**src/rtl/shift_pkg.sv**
```systemverilog
// shift_pkg: types and sizing helpers shared by the serializer and the receive-side blocks.
package shift_pkg;

    typedef enum logic {SER_IDLE, SER_SHIFT} ser_state_t;

    // Returns the bit-counter width for a word of w bits. It never returns less than one bit.
    function automatic int cnt_width(input int w);
        return (w > 2) ? $clog2(w) : 1;
    endfunction

endpackage

```
**src/rtl/shift_serializer.sv**
```systemverilog
// shift_serializer: parallel-in, serial-out transmitter with valid/ready input and stallable output.
// The bit at data_in[0] is sent first. A new word can be loaded on the last bit, so words stream with no gap.
module shift_serializer
    import shift_pkg::*;
#(
    parameter int width = 16
) (
    input  logic             clock,
    input  logic             reset_n,
    input  logic [0:width-1] data_in,
    input  logic             in_valid,
    output logic             in_ready,
    input  logic             out_ready,
    output logic             serial_out,
    output logic             out_valid,
    output logic             out_last
);

    localparam int CW = cnt_width(width);
    localparam logic [CW-1:0] LAST = CW'(width - 1);

    ser_state_t       state_q, state_d;
    logic [0:width-1] shreg_q, shreg_d;
    logic [CW-1:0]    cnt_q, cnt_d;
    logic             last_q, last_d;
    logic             accept, advance;

    assign in_ready = (state_q == SER_IDLE) || (last_q && out_ready);
    assign accept   = in_valid && in_ready;
    assign advance  = (state_q == SER_SHIFT) && out_ready;

    // The register is cleared on the way back to IDLE, so serial_out reads 0 while idle.
    always_comb begin
        state_d = accept ? SER_SHIFT : (advance && last_q) ? SER_IDLE : state_q;
        shreg_d = accept ? data_in : !advance ? shreg_q : last_q ? '0 : {shreg_q[1:width-1], 1'b0};
        cnt_d   = accept ? '0 : !advance ? cnt_q : last_q ? '0 : cnt_q + 1'b1;
        last_d  = (state_d == SER_SHIFT) && (cnt_d == LAST);
    end

    always_ff @(posedge clock or negedge reset_n) begin
        if (!reset_n) begin
            state_q <= SER_IDLE;
            shreg_q <= '0;
            cnt_q   <= '0;
            last_q  <= 1'b0;
        end else begin
            state_q <= state_d;
            shreg_q <= shreg_d;
            cnt_q   <= cnt_d;
            last_q  <= last_d;
        end
    end

    assign serial_out = shreg_q[0];
    assign out_valid  = (state_q == SER_SHIFT);
    assign out_last   = last_q;

endmodule

```
**config.mk**
```make
export PLATFORM = sky130hd
export DESIGN_NAME = shift_serializer
export DESIGN_NICKNAME = d
export VERILOG_FILES = /design/src/rtl/shift_pkg.sv /design/src/rtl/shift_serializer.sv
export SDC_FILE = /design/constraint.sdc
export NUM_CORES = 1
export LEC_CHECK = 0
export ABC_AREA = 1
export BUFFER_PORTS_ARGS = -buffer_cell sky130_fd_sc_hd__buf_4
export CAP_MARGIN = 25
export CORE_MARGIN = 1
export CORE_UTILIZATION = 50
export DETAILED_ROUTE_END_ITERATION = 16
export PLACE_DENSITY = 0.74
export RECOVER_POWER = 50
export SLEW_MARGIN = 30
export SYNTH_ARGS = -nofsm -noshare
export SYNTH_HDL_FRONTEND = slang
export SYNTH_SLANG_ARGS = --single-unit
```
**constraint.sdc**
```tcl
create_clock -name clock -period 1.3 [get_ports clock]
set_input_delay 0.195 -clock clock [delete_from_list [all_inputs] [get_ports clock]]
set_output_delay 0.195 -clock clock [all_outputs]
set_load 0.01 [all_outputs]
```
# Yosys cells after proc, flatten, opt, wreduce, memory -nomap -nowiden
# Index checks and enable logic that the tools add are counted.
[word_totals] output_inout_bits=4 ff_bits=22 input_bits=20
[classes] eq_ne=1 mux=8 reduce_logical=7 add_sub_neg=1 n_bitwise=1
[op_table] operator="2-to-1 mux 16 bit" count=3
[op_table] operator="2-to-1 mux 4 bit" count=3
[op_table] operator="logical AND 1 bit" count=5
[op_table] operator="adder 4 x 1 -> 4 bit (second input constant)" count=1
[op_table] operator="== test 4 bit (second input constant)" count=1
[op_table] operator="2-to-1 mux 1 bit" count=2
[op_table] operator="nonzero test 2 bit" count=1
[op_table] operator="logical OR 1 bit" count=1
[op_table] operator="inverter 1 bit" count=1

# Depth between registers and ports, before layout
# Gate-level depths: netlist of run 1.
[depth] word_depth=6 mapped_depth=8 ltp_nobuf=7

# Worst setup path after synthesis of run 1
# OpenSTA, ideal clock, no wires.
[synth_timing] kind="reg2reg" start="register state_q (netlist: out_valid)" end="register shreg_q[3] (netlist name)" period_less_slack_ps=1223 required_time_ps=1177 path_stages_with_launch=7 slack_ps=77 arrival_time_ps=1100 path_cell_list="dfrtp_1 -> nand2_1 -> nand2_2 -> buf_4 -> o21ai_0 -> o21ai_0 -> nand2_1"
[synth_between] elab_chain_cells=4 elab_cells_between_ends=6
[synth_rtl] item="start: declaration" line="shift_serializer.sv:22" source="ser_state_t state_q, state_d;"
[synth_rtl] item="start signal: assignment" line="shift_serializer.sv:47" source="state_q <= state_d;"
[synth_rtl] item="inverter 1 bit (*)" line="shift_serializer.sv:28" source="assign in_ready = (state_q == SER_IDLE) || (last_q && out_ready);"
[synth_rtl] item="logical OR 1 bit (*)" line="shift_serializer.sv:28"
[synth_rtl] item="via in_ready" line="shift_serializer.sv:12" source="output logic in_ready,"
[synth_rtl] item="logical AND 1 bit (*)" line="shift_serializer.sv:29" source="assign accept = in_valid && in_ready;"
[synth_rtl] item="2-to-1 mux 16 bit / nonzero test 2 bit (equally long branches)"
[synth_rtl] item="end signal: assignment" line="shift_serializer.sv:48" source="shreg_q <= shreg_d;"
[synth_rtl] item="end: declaration" line="shift_serializer.sv:23" source="logic [0:width-1] shreg_q, shreg_d;"
# Mark *: on every way through the listed nets, which the timed path passes. The rest lies on a longest branch.
# A chain may end at the register's enable or synchronous reset.

# Worst setup path after layout of run 1
[layout_timing] start="register last_q (netlist: out_last)" end="output in_ready"
[layout_between] elab_chain_cells=2
[layout_rtl] item="start: declaration" line="shift_serializer.sv:25" source="logic last_q, last_d;"
[layout_rtl] item="start signal: assignment" line="shift_serializer.sv:50" source="last_q <= last_d;"
[layout_rtl] item="logical AND 1 bit" line="shift_serializer.sv:28"
[layout_rtl] item="logical OR 1 bit" line="shift_serializer.sv:28"
[layout_rtl] item="end: declaration" line="shift_serializer.sv:12"
# No other way between the ends.

==> flow_metrics.tcl, run 1 <==
set metrics [dict create \
    outcome "finished, final reports clean" \
    ant_nets 0 \
    r2r_setup_slack_ns 0.03 \
    fmax_mhz 783 \
    htree_levels 1 \
    critPathCaptureType "output pin" \
    r2r-start "cnt_q[1]$_DFF_PN0_" \
    start_util_pct 55.3 \
    drt_iter0_markers 28 \
    syn_inst 141 \
    finalHoldViolCount 0 \
    setup_viol 0 \
    gp_congestion 0.811 \
    wl_per_cell_um 11.9 \
    ys.warnings.count 0 \
    ys_ff_latch 22 \
    clock_latency_ns 0.30 \
    drcViolationCount 0 \
    nets 194 \
    slew-limit-headroom_pct 62.5 \
    drt_first_pass_iters 4 \
    die_w_um 49.3 \
    cp_cell_sequence "nand2_1 > nand2_1 > buf_4" \
    num_vias 1008 \
    placed_area_um2 1340 \
    wl_mm 2.37 \
    path_class "flip-flop to output pin" \
    fin_worst_skew_ns 0.00456 \
    cts.sinks 22 \
    final_cell_area_um2 1400 \
    grt_util_met3_pct 2.80 \
    n_antenna_cell 0 \
    io_buffers 23 \
    core_um2 2020 \
    grt_pass1_wl_mm 4.02 \
    p_leak_nw 0.736 \
    fin_cells 199 \
    grt_max_degree 23 \
    r2r-end "out_last$_DFF_PN0_" \
    rsz0062_at_grt "yes" \
    avgSynthCellArea_um2 7.92 \
    grt_overflow 0 \
    dp.cells 193 \
    grt_use_met1_pct 28.7 \
    reg2reg_depth 7 \
    cts_root_buf "clkbuf_4" \
    finalMaxSlewViolations 0 \
    antenna_found_initial 0 \
    numCtsBuffers 3 \
    cp_slowest_cell "dfrtp_1" \
    cp_slowest_stage_delay_ns 0.42 \
    critPathMostFrequentCell "nand2_1" \
    whs_ns 0.0939 \
    viasPerCell 5.07 \
    cp-start-kind "flip-flop" \
    ys_types 21 \
    hpwl_mm 1.73 \
    multi_input_area_um2 480 \
    synthToLayoutAreaGrowth_pct 25.0 \
    use_met2_pct 37.2 \
    layout_min_cycle_time_ns 1.28 \
    seq_area_frac_synth_pct 49.3 \
    worstMarginPinSlew_ns 0.563 \
    ir_drop_mv 1.11 \
    powerDensity_nw_per_um2 1810 \
    crit_required_ns 1.11 \
    die_area_um2 2430 \
    final-seq-area_um2 552 \
    holdPathStages 3 \
    path_clk_slew_ns 0.12 \
    fillers 194 \
    die_h_um 49.3 \
    whs_endpoint "shreg_q[15]$_DFFE_PN0P_" \
    cts_tree "built" \
    grt.busiest_layer "met2" \
    syn-num-nets 162 \
    grt_use_total_pct 21.5 \
    io_pins 24 \
    min_path_type "input pin to flip-flop" \
    period_share_pct 98.2 \
    crit_arrival_ns 1.08 \
    maxCapViolations 0 \
    rows 16 \
    synth_area_um2 1120 \
    worstPathMaxFanout 3 \
    drive_above_1_share_pct 25.0 \
    hp-start "data_in[15]" \
    clock_path_buffers 2 \
    grt_pass1_vias 930 \
]
-- critical path, delay by kind of cell, from the launching register on --
kind	cells	cell delay [ns]
flip-flops	1	0.42
AND/OR/NAND/NOR	2	0.21
buffers and inverters	1	0.15
-- area by class of cell --
cell class,count,area share (%)
Tap cell,27,2.42
Sequential cell,22,39.5
Inverter,9,2.42
Clock buffer,4,2.60
Multi-Input combinational cell,104,34.4
Timing Repair Buffer,33,18.6
-- cell usage in the layout (no fill, tap or decap), drive strengths merged --
cell type / synthesis / routed
o21ai: 15 / 15
ha: 1 / 1
clkinv: 1 / 1
nand2: 54 / 54
dlygate4sd3: 0 / 1
o21bai: 1 / 1
o22ai: 1 / 1
nand3: 21 / 21
buf: 5 / 31
inv: 8 / 8
dfrtp: 22 / 22
clkbuf: 1 / 5
a21oi: 3 / 3
nor2: 8 / 8
-- cells in the mapped netlist (all sizes together) --
cell type   n  area share [%]
o22ai       1            0.56
nand3      21             9.9
o21ai      15             6.7
clkbuf      1            0.34
nand2      54              19
ha          1             1.1
inv         8             2.7
a21oi       3             1.7
dfrtp      22              49
o21bai      1            0.67
buf         5             4.4
clkinv      1            0.34
nor2        8             3.4
-- power breakdown --
group | internal, W | switching, W
Clock | 0.000170 | 0.000198
Combinational | 0.000468 | 0.000572
Sequential | 0.000950 | 0.000166
Total | 0.00159 | 0.000936
-- registers in the layout, summed over array words and instances, names as in the netlist --
signal / flops
cnt_q: 4
out_last: 1
out_valid: 1
shreg_q: 16
-- layer usage --
layer | vias up | part of all wire, %
met5 | - | 0
met4 | 0 | 0
met3 | 0 | 4.7
met2 | 31 | 50
met1 | 462 | 45
li1 | 515 | -
-- metrics by stage --
step	setup slack, ns	TNS (ns)	utilization (%)	total power (W)
3_5_place_dp	0.0528	0	66.5	0.00216
5_1_grt	-0.0451	-0.225	69.1	0.00272
4_1_cts	0.0124	0	69.2	0.00255
2_1_floorplan	0.0765	0	-	0.00179
3_3_place_gp	0.0766	0	66.5	0.00210
6_report	0.0231	0	69.1	0.00253
-- cells by family (layout without fill, tap and decap cells) --
logic type               after synthesis  after routing  share of synthesized area [%]
AND/OR/NAND/NOR                       83             83                           32.3
flip-flops                            22             22                           49.3
AO/OA/AOI/OAI                         20             20                           9.63
buffers and inverters                 15             46                           7.73
adder cells (fa/ha/maj)                1              1                           1.12
-- worst max path at each step --
stage,slack (ns),startpoint,depth (start not counted),endpoint
floorplan,0.08,out_valid$_DFF_PN0_,6,shreg_q[3]$_DFFE_PN0P_
global placement,0.08,out_valid$_DFF_PN0_,6,shreg_q[12]$_DFFE_PN0P_
detailed placement,0.05,cnt_q[1]$_DFF_PN0_,7,out_last$_DFF_PN0_
CTS,0.01,out_last$_DFF_PN0_,3,in_ready
global route,-0.05,cnt_q[1]$_DFF_PN0_,7,out_last$_DFF_PN0_
finish,0.02,out_last$_DFF_PN0_,3,in_ready
-- what timing repair did --
action,in CTS,in global routing
hold buffers,1,0
setup buffers,1,0
setup endpoints to repair,1,10
hold endpoints to repair,22,0
resized for setup,1,0
pin swaps,0,0
(Power assumes the default switching activity.)
==> run 2, diff against run 1 <==
==> constraint.sdc (replaced) <==
create_clock -name clock -period 1.6 [get_ports clock]
set_input_delay 0.24 -clock clock [delete_from_list [all_inputs] [get_ports clock]]
set_output_delay 0.24 -clock clock [all_outputs]
set_load 0.01 [all_outputs]
==> run 2 against run 1 <==
  * Sequential share of layout area increased by 2.0 points
  * Clock skew decreased by 0.0019 ns
  * Combinational power decreased by 30%
  * Register-to-register slack improved by 0.18 ns
  * Clock-buffer cell count unchanged
  * Critical path depth increased by 2
  * Non-clock buffer count decreased by 7
  * Final cell count decreased by 3.5%
  * Clock power decreased by 17%
  * Critical path type is now flip-flop to flip-flop
  * Largest cell class unchanged
==> flow_metrics.tcl, run 2 (same netlist as run 1, synthesis figures left out) <==
set metrics [dict create \
    mostFrequentLayoutCells "nand2_1, buf_4, dfrtp_1, nand3_1, o21ai_0" \
    powerDensity_nw_per_um2 1470 \
    hpwl_mm 1.60 \
    maxCapViolations 0 \
    numCtsBuffers 3 \
    min_path_type "input pin to flip-flop" \
    num_vias 979 \
    crit_buf_inv 1 \
    crit_arrival_ns 1.63 \
    finalHoldViolCount 0 \
    grt_pass1_vias 918 \
    dp.cells 187 \
    top_layer "met4" \
    fmax_mhz 721 \
    drt_first_pass_iters 4 \
    grt_use_total_pct 21.2 \
    cts_root_buf "clkbuf_4" \
    crit_family "simple AND/OR/NAND/NOR gates" \
    rsz0062_at_grt "no" \
    period_share_pct 86.7 \
    critPathCaptureType "flip-flop" \
    layout_commonest_cell "nand2_1" \
    met2_length_mm 1.13 \
    nets 187 \
    top_register "shreg_q" \
    crit_required_ns 1.85 \
    outcome "finished, final reports clean" \
    grt_pass1_wl_mm 3.91 \
    path_class "flip-flop to flip-flop" \
    finalMaxSlewViolations 0 \
    cp_slowest_cell "dfrtp_1" \
    reg.largest.list "shreg_q x16, cnt_q x4" \
    htree_levels 1 \
    viasPerCell 5.10 \
    setup_viol 0 \
    post-cts-setup-buffers 0 \
    fin_worst_skew_ns 0.00265 \
    drcViolationCount 0 \
    ant_nets 0 \
    grt_overflow 0 \
    cp_slowest_stage_delay_ns 0.50 \
    grt_max_degree 23 \
    drt_iter0_markers 30 \
    cts_resized 0 \
    cts.sinks 22 \
    antenna_found_initial 0 \
    path_clk_slew_ns 0.12 \
    ir_drop_mv 0.816 \
    fin_cells 192 \
    die_area_um2 2430 \
    wl_mm 2.22 \
    layout_min_cycle_time_ns 1.39 \
    wl_per_cell_um 11.5 \
    gp_congestion 0.799 \
    setup_tns_ns 0 \
    p_leak_nw 0.694 \
    synthToLayoutAreaGrowth_pct 18.7 \
    m1WireLength_mm 1.02 \
    rows 16 \
    n_antenna_cell 0 \
    slew-limit-headroom_pct 63.2 \
    io_buffers 23 \
    worstPathMaxFanout 16 \
    largest_reg_flops 16 \
    worstMarginPinSlew_ns 0.552 \
    clock_latency_ns 0.30 \
    wl_met3_um 53 \
    io_pins 24 \
    cp-start-kind "flip-flop" \
    clock_path_buffers 2 \
    drive_above_1_share_pct 20.6 \
    core_um2 2020 \
    die_w_um 49.3 \
    die_h_um 49.3 \
    cts_tree "built" \
    start_util_pct 55.3 \
    cp_cell_sequence "nand2_4 > inv_2 > nor2_4 > nand2_1 > nand3_1" \
]
## run 2: cell types whose count changed in the layout (fill, tap and decap cells not counted)
| cell | change |
|---|---|
| clkbuf_1 | +1 |
| buf_12 | -1 |
| dfrtp_2 | -1 |
| buf_4 | -7 |
| dfrtp_1 | +1 |
## run 2: final cells by class
type                       instances  area (um2)
timing repair buffer              26         191
tap                               27        33.8
clock buffer                       4        36.3
multi-input combinational        104         480
sequential                        22         551
inverter                           9        33.8
fill                             190         696
## run 2: stage by stage
stage               hold WS (ns)  setup WS [ns]  total power [W]  utilization (%)  instance area, um2
floorplan                -0.0556          0.377          0.00145                -                1120
global placement           0.143          0.268          0.00164             63.6                1290
detailed placement         0.145          0.238          0.00167             63.6                1290
CTS                        0.118          0.209          0.00198             65.9                1330
global route               0.127         0.0954          0.00214             65.6                1330
finish                     0.129          0.212          0.00195             65.6                1330
## run 2: what timing repair did
item / CTS / global route
hold endpoints to repair: 22 / 0
hold buffers: 1 / 0
endpoints found under the setup margin: 0 / 0
## run 2: final timing paths
check,endpoint,startpoint,slack [ns],cells after the start
max,shreg_q[2]$_DFFE_PN0P_,out_valid$_DFF_PN0_,0.21,5
min,shreg_q[15]$_DFFE_PN0P_,data_in[15],0.13,3
max reg2reg,shreg_q[2]$_DFFE_PN0P_,out_valid$_DFF_PN0_,0.21,5
min reg2reg,shreg_q[15]$_DFFE_PN0P_,shreg_q[15]$_DFFE_PN0P_,0.49,2
max in group asynchronous,shreg_q[4]$_DFFE_PN0P_,reset_n,0.80,2
min in group asynchronous,cnt_q[2]$_DFF_PN0_,reset_n,0.43,2
## run 2: routing by layer
| metal | vias up | global-route usage (%) |
|---|---|---|
| li1 | 498 | - |
| met1 | 467 | 25.6 |
| met2 | 12 | 36.5 |
| met3 | 2 | 3.74 |
| met4 | 0 | 8.82 |
| met5 | - | 0 |
## run 2: worst reg2reg max path, stage by stage (launching register included)
cell	delay [ns]
dfrtp_1	0.50
nand2_4	0.17
inv_2	0.14
nor2_4	0.33
nand2_1	0.10
nand3_1	0.09
## run 2: report_power, final
group          internal, W  switching [W]  total [W]  leakage (nW)
sequential        0.000772       0.000149   0.000921         0.284
combinational     0.000305       0.000419   0.000723         0.389
clock             0.000139       0.000168   0.000306        0.0210
total              0.00121       0.000736    0.00195         0.694
==> run 3, diff against run 2 <==
--- a/config.mk
+++ b/config.mk
@@ -9,9 +9,9 @@
 export BUFFER_PORTS_ARGS = -buffer_cell sky130_fd_sc_hd__buf_4
 export CAP_MARGIN = 25
 export CORE_MARGIN = 1
-export CORE_UTILIZATION = 50
+export CORE_UTILIZATION = 47
 export DETAILED_ROUTE_END_ITERATION = 16
-export PLACE_DENSITY = 0.74
+export PLACE_DENSITY = 0.7
 export RECOVER_POWER = 50
 export SLEW_MARGIN = 30
 export SYNTH_ARGS = -nofsm -noshare
==> run 3 against run 2 <==
  * Wire length up 5.6%
  * Clock-buffer cell count down 1
  * Final cell count up 0.52%
  * Non-clock buffer count unchanged
  * Register-to-register slack worse by 0.03 ns
  * Global-route usage up 0.29 points
  * Hold slack worse by 0.017 ns
  * Critical path type unchanged
  * Critical endpoint is now shreg_q[14]$_DFFE_PN0P_
==> flow_metrics.tcl, run 3 (same netlist as run 1, synthesis figures left out) <==
set metrics [dict create \
    crit_required_ns 1.87 \
    drive_above_1_share_pct 21.2 \
    gp_congestion 0.768 \
    n_antenna_cell 0 \
    top_register "shreg_q" \
    slew-limit-headroom_pct 64.0 \
    cellInternalPower_w 0.00134 \
    numCtsBuffers 3 \
    reg.largest.list "shreg_q x16, cnt_q x4" \
    setup_tns_ns 0 \
    drt_first_pass_iters 4 \
    fillers 223 \
    path_clk_slew_ns 0.13 \
    htree_levels 1 \
    core_um2 2230 \
    layout_commonest_cell "nand2_1" \
    crit_arrival_ns 1.69 \
    seqPwrFrac_pct 43.5 \
    p_sw_share_pct 36.0 \
    grt_max_degree 23 \
    grt_pass1_vias 974 \
    grt_use_total_pct 21.4 \
    fin_worst_skew_ns 0.00818 \
    fmax_mhz 704 \
    num_vias 992 \
    die_area_um2 2580 \
    antenna_found_initial 0 \
    period_share_pct 88.8 \
    finalMaxSlewViolations 0 \
    worstPathMaxFanout 16 \
    viasPerCell 5.14 \
    cts_root_buf "clkbuf_4" \
    rsz0062_at_grt "no" \
    mostFrequentLayoutCells "nand2_1, buf_4, dfrtp_1, nand3_1, o21ai_0" \
    critPathCaptureType "flip-flop" \
    cts.sinks 22 \
    die_w_um 50.8 \
    multi_input_area_um2 480 \
    dp.cells 188 \
    worstMarginPinSlew_ns 0.540 \
    rows 17 \
    hpwl_mm 1.63 \
    drt_iter0_markers 18 \
    cts_tree "built" \
    clock_path_buffers 2 \
    grt_overflow 0 \
    fin_util_pct 60.3 \
    powerDensity_nw_per_um2 1550 \
    ir_drop_mv 0.925 \
    largest_reg_flops 16 \
    drcViolationCount 0 \
    min_path_type "input pin to flip-flop" \
    outcome "finished, final reports clean" \
    maxCapViolations 0 \
    io_buffers 23 \
    wl_mm 2.34 \
    synthToLayoutAreaGrowth_pct 20.6 \
    cts_resized 0 \
    grt_pass1_wl_mm 3.95 \
    path_class "flip-flop to flip-flop" \
    setup_viol 0 \
    p_leak_nw 0.705 \
    power.switching_w 0.000755 \
    die_h_um 50.8 \
    ant_nets 0 \
    start_util_pct 50.0 \
    clkPwrFrac_pct 20.7 \
    wl_per_cell_um 12.1 \
    finalHoldViolCount 0 \
    fin_cells 193 \
    clock_latency_ns 0.32 \
    combPwrFrac_pct 35.8 \
    cp-start-kind "flip-flop" \
    final-seq-area_um2 551 \
    layout_min_cycle_time_ns 1.42 \
    nets 187 \
    io_pins 24 \
]
## run 3: cell types whose count changed in the layout (fill, tap and decap cells not counted), sizes merged
| cell | change |
|---|---|
| buf | +1 |
| clkbuf | -2 |
| bufinv | +1 |
## run 3: path summary, 6_finish.rpt
path                                    startpoint  depth (start not counted)                      end  slack, ns
setup / recovery               out_valid$_DFF_PN0_                          5  shreg_q[14]$_DFFE_PN0P_       0.18
min in group asynchronous                  reset_n                          2       out_last$_DFF_PN0_       0.42
setup reg to reg               out_valid$_DFF_PN0_                          5  shreg_q[14]$_DFFE_PN0P_       0.18
hold reg to reg            shreg_q[15]$_DFFE_PN0P_                          2  shreg_q[15]$_DFFE_PN0P_       0.49
max in group asynchronous                  reset_n                          2  shreg_q[10]$_DFFE_PN0P_       0.82
hold / removal                         data_in[15]                          3  shreg_q[15]$_DFFE_PN0P_       0.11
## run 3: cell type report
type / instances / share of cell area (%)
Clock inverter: 1 / 2.23
Tap cell: 28 / 2.60
Clock buffer: 3 / 1.67
Multi-Input combinational cell: 104 / 35.7
Inverter: 9 / 2.51
Sequential cell: 22 / 40.9
Timing Repair Buffer: 26 / 14.5
## run 3: critical path: stages (launching register included)
cell	delay (ns)
dfrtp_1	0.50
nand2_4	0.19
inv_2	0.15
nor2_4	0.35
nand2_1	0.10
nand3_1	0.09
## run 3: timing repair
action,CTS,global route
hold buffers,1,0
buffers inserted,0,0
hold endpoints to repair,22,0
## run 3: stage by stage
step	total power (W)	hold WS (ns)	cell area, um2	setup slack, ns
floorplan	0.00145	-0.0556	1120	0.377
CTS	0.00212	0.110	1350	0.176
global placement	0.00164	0.146	1290	0.240
finish	0.00209	0.112	1350	0.180
global route	0.00227	0.111	1350	0.0852
detailed placement	0.00167	0.146	1290	0.204
## run 3: per-layer routing
metal / share of wire [%] / vias up / GRT usage, %
met5: 0 / - / 0
met4: 2.2 / 0 / 11.1
met3: 2.7 / 5 / 3.64
met2: 50 / 18 / 38.9
met1: 45 / 468 / 23.7
li1: - / 501 / -
## run 3: power groups by stage
stage                     sequential, W  clock [W]  combinational [W]
after floorplan                0.000902          0           0.000551
after global placement         0.000920          0           0.000724
after detailed placement       0.000919          0           0.000755
after CTS                      0.000911   0.000445           0.000760
after global routing           0.000938   0.000464           0.000866
final                          0.000911   0.000433           0.000751
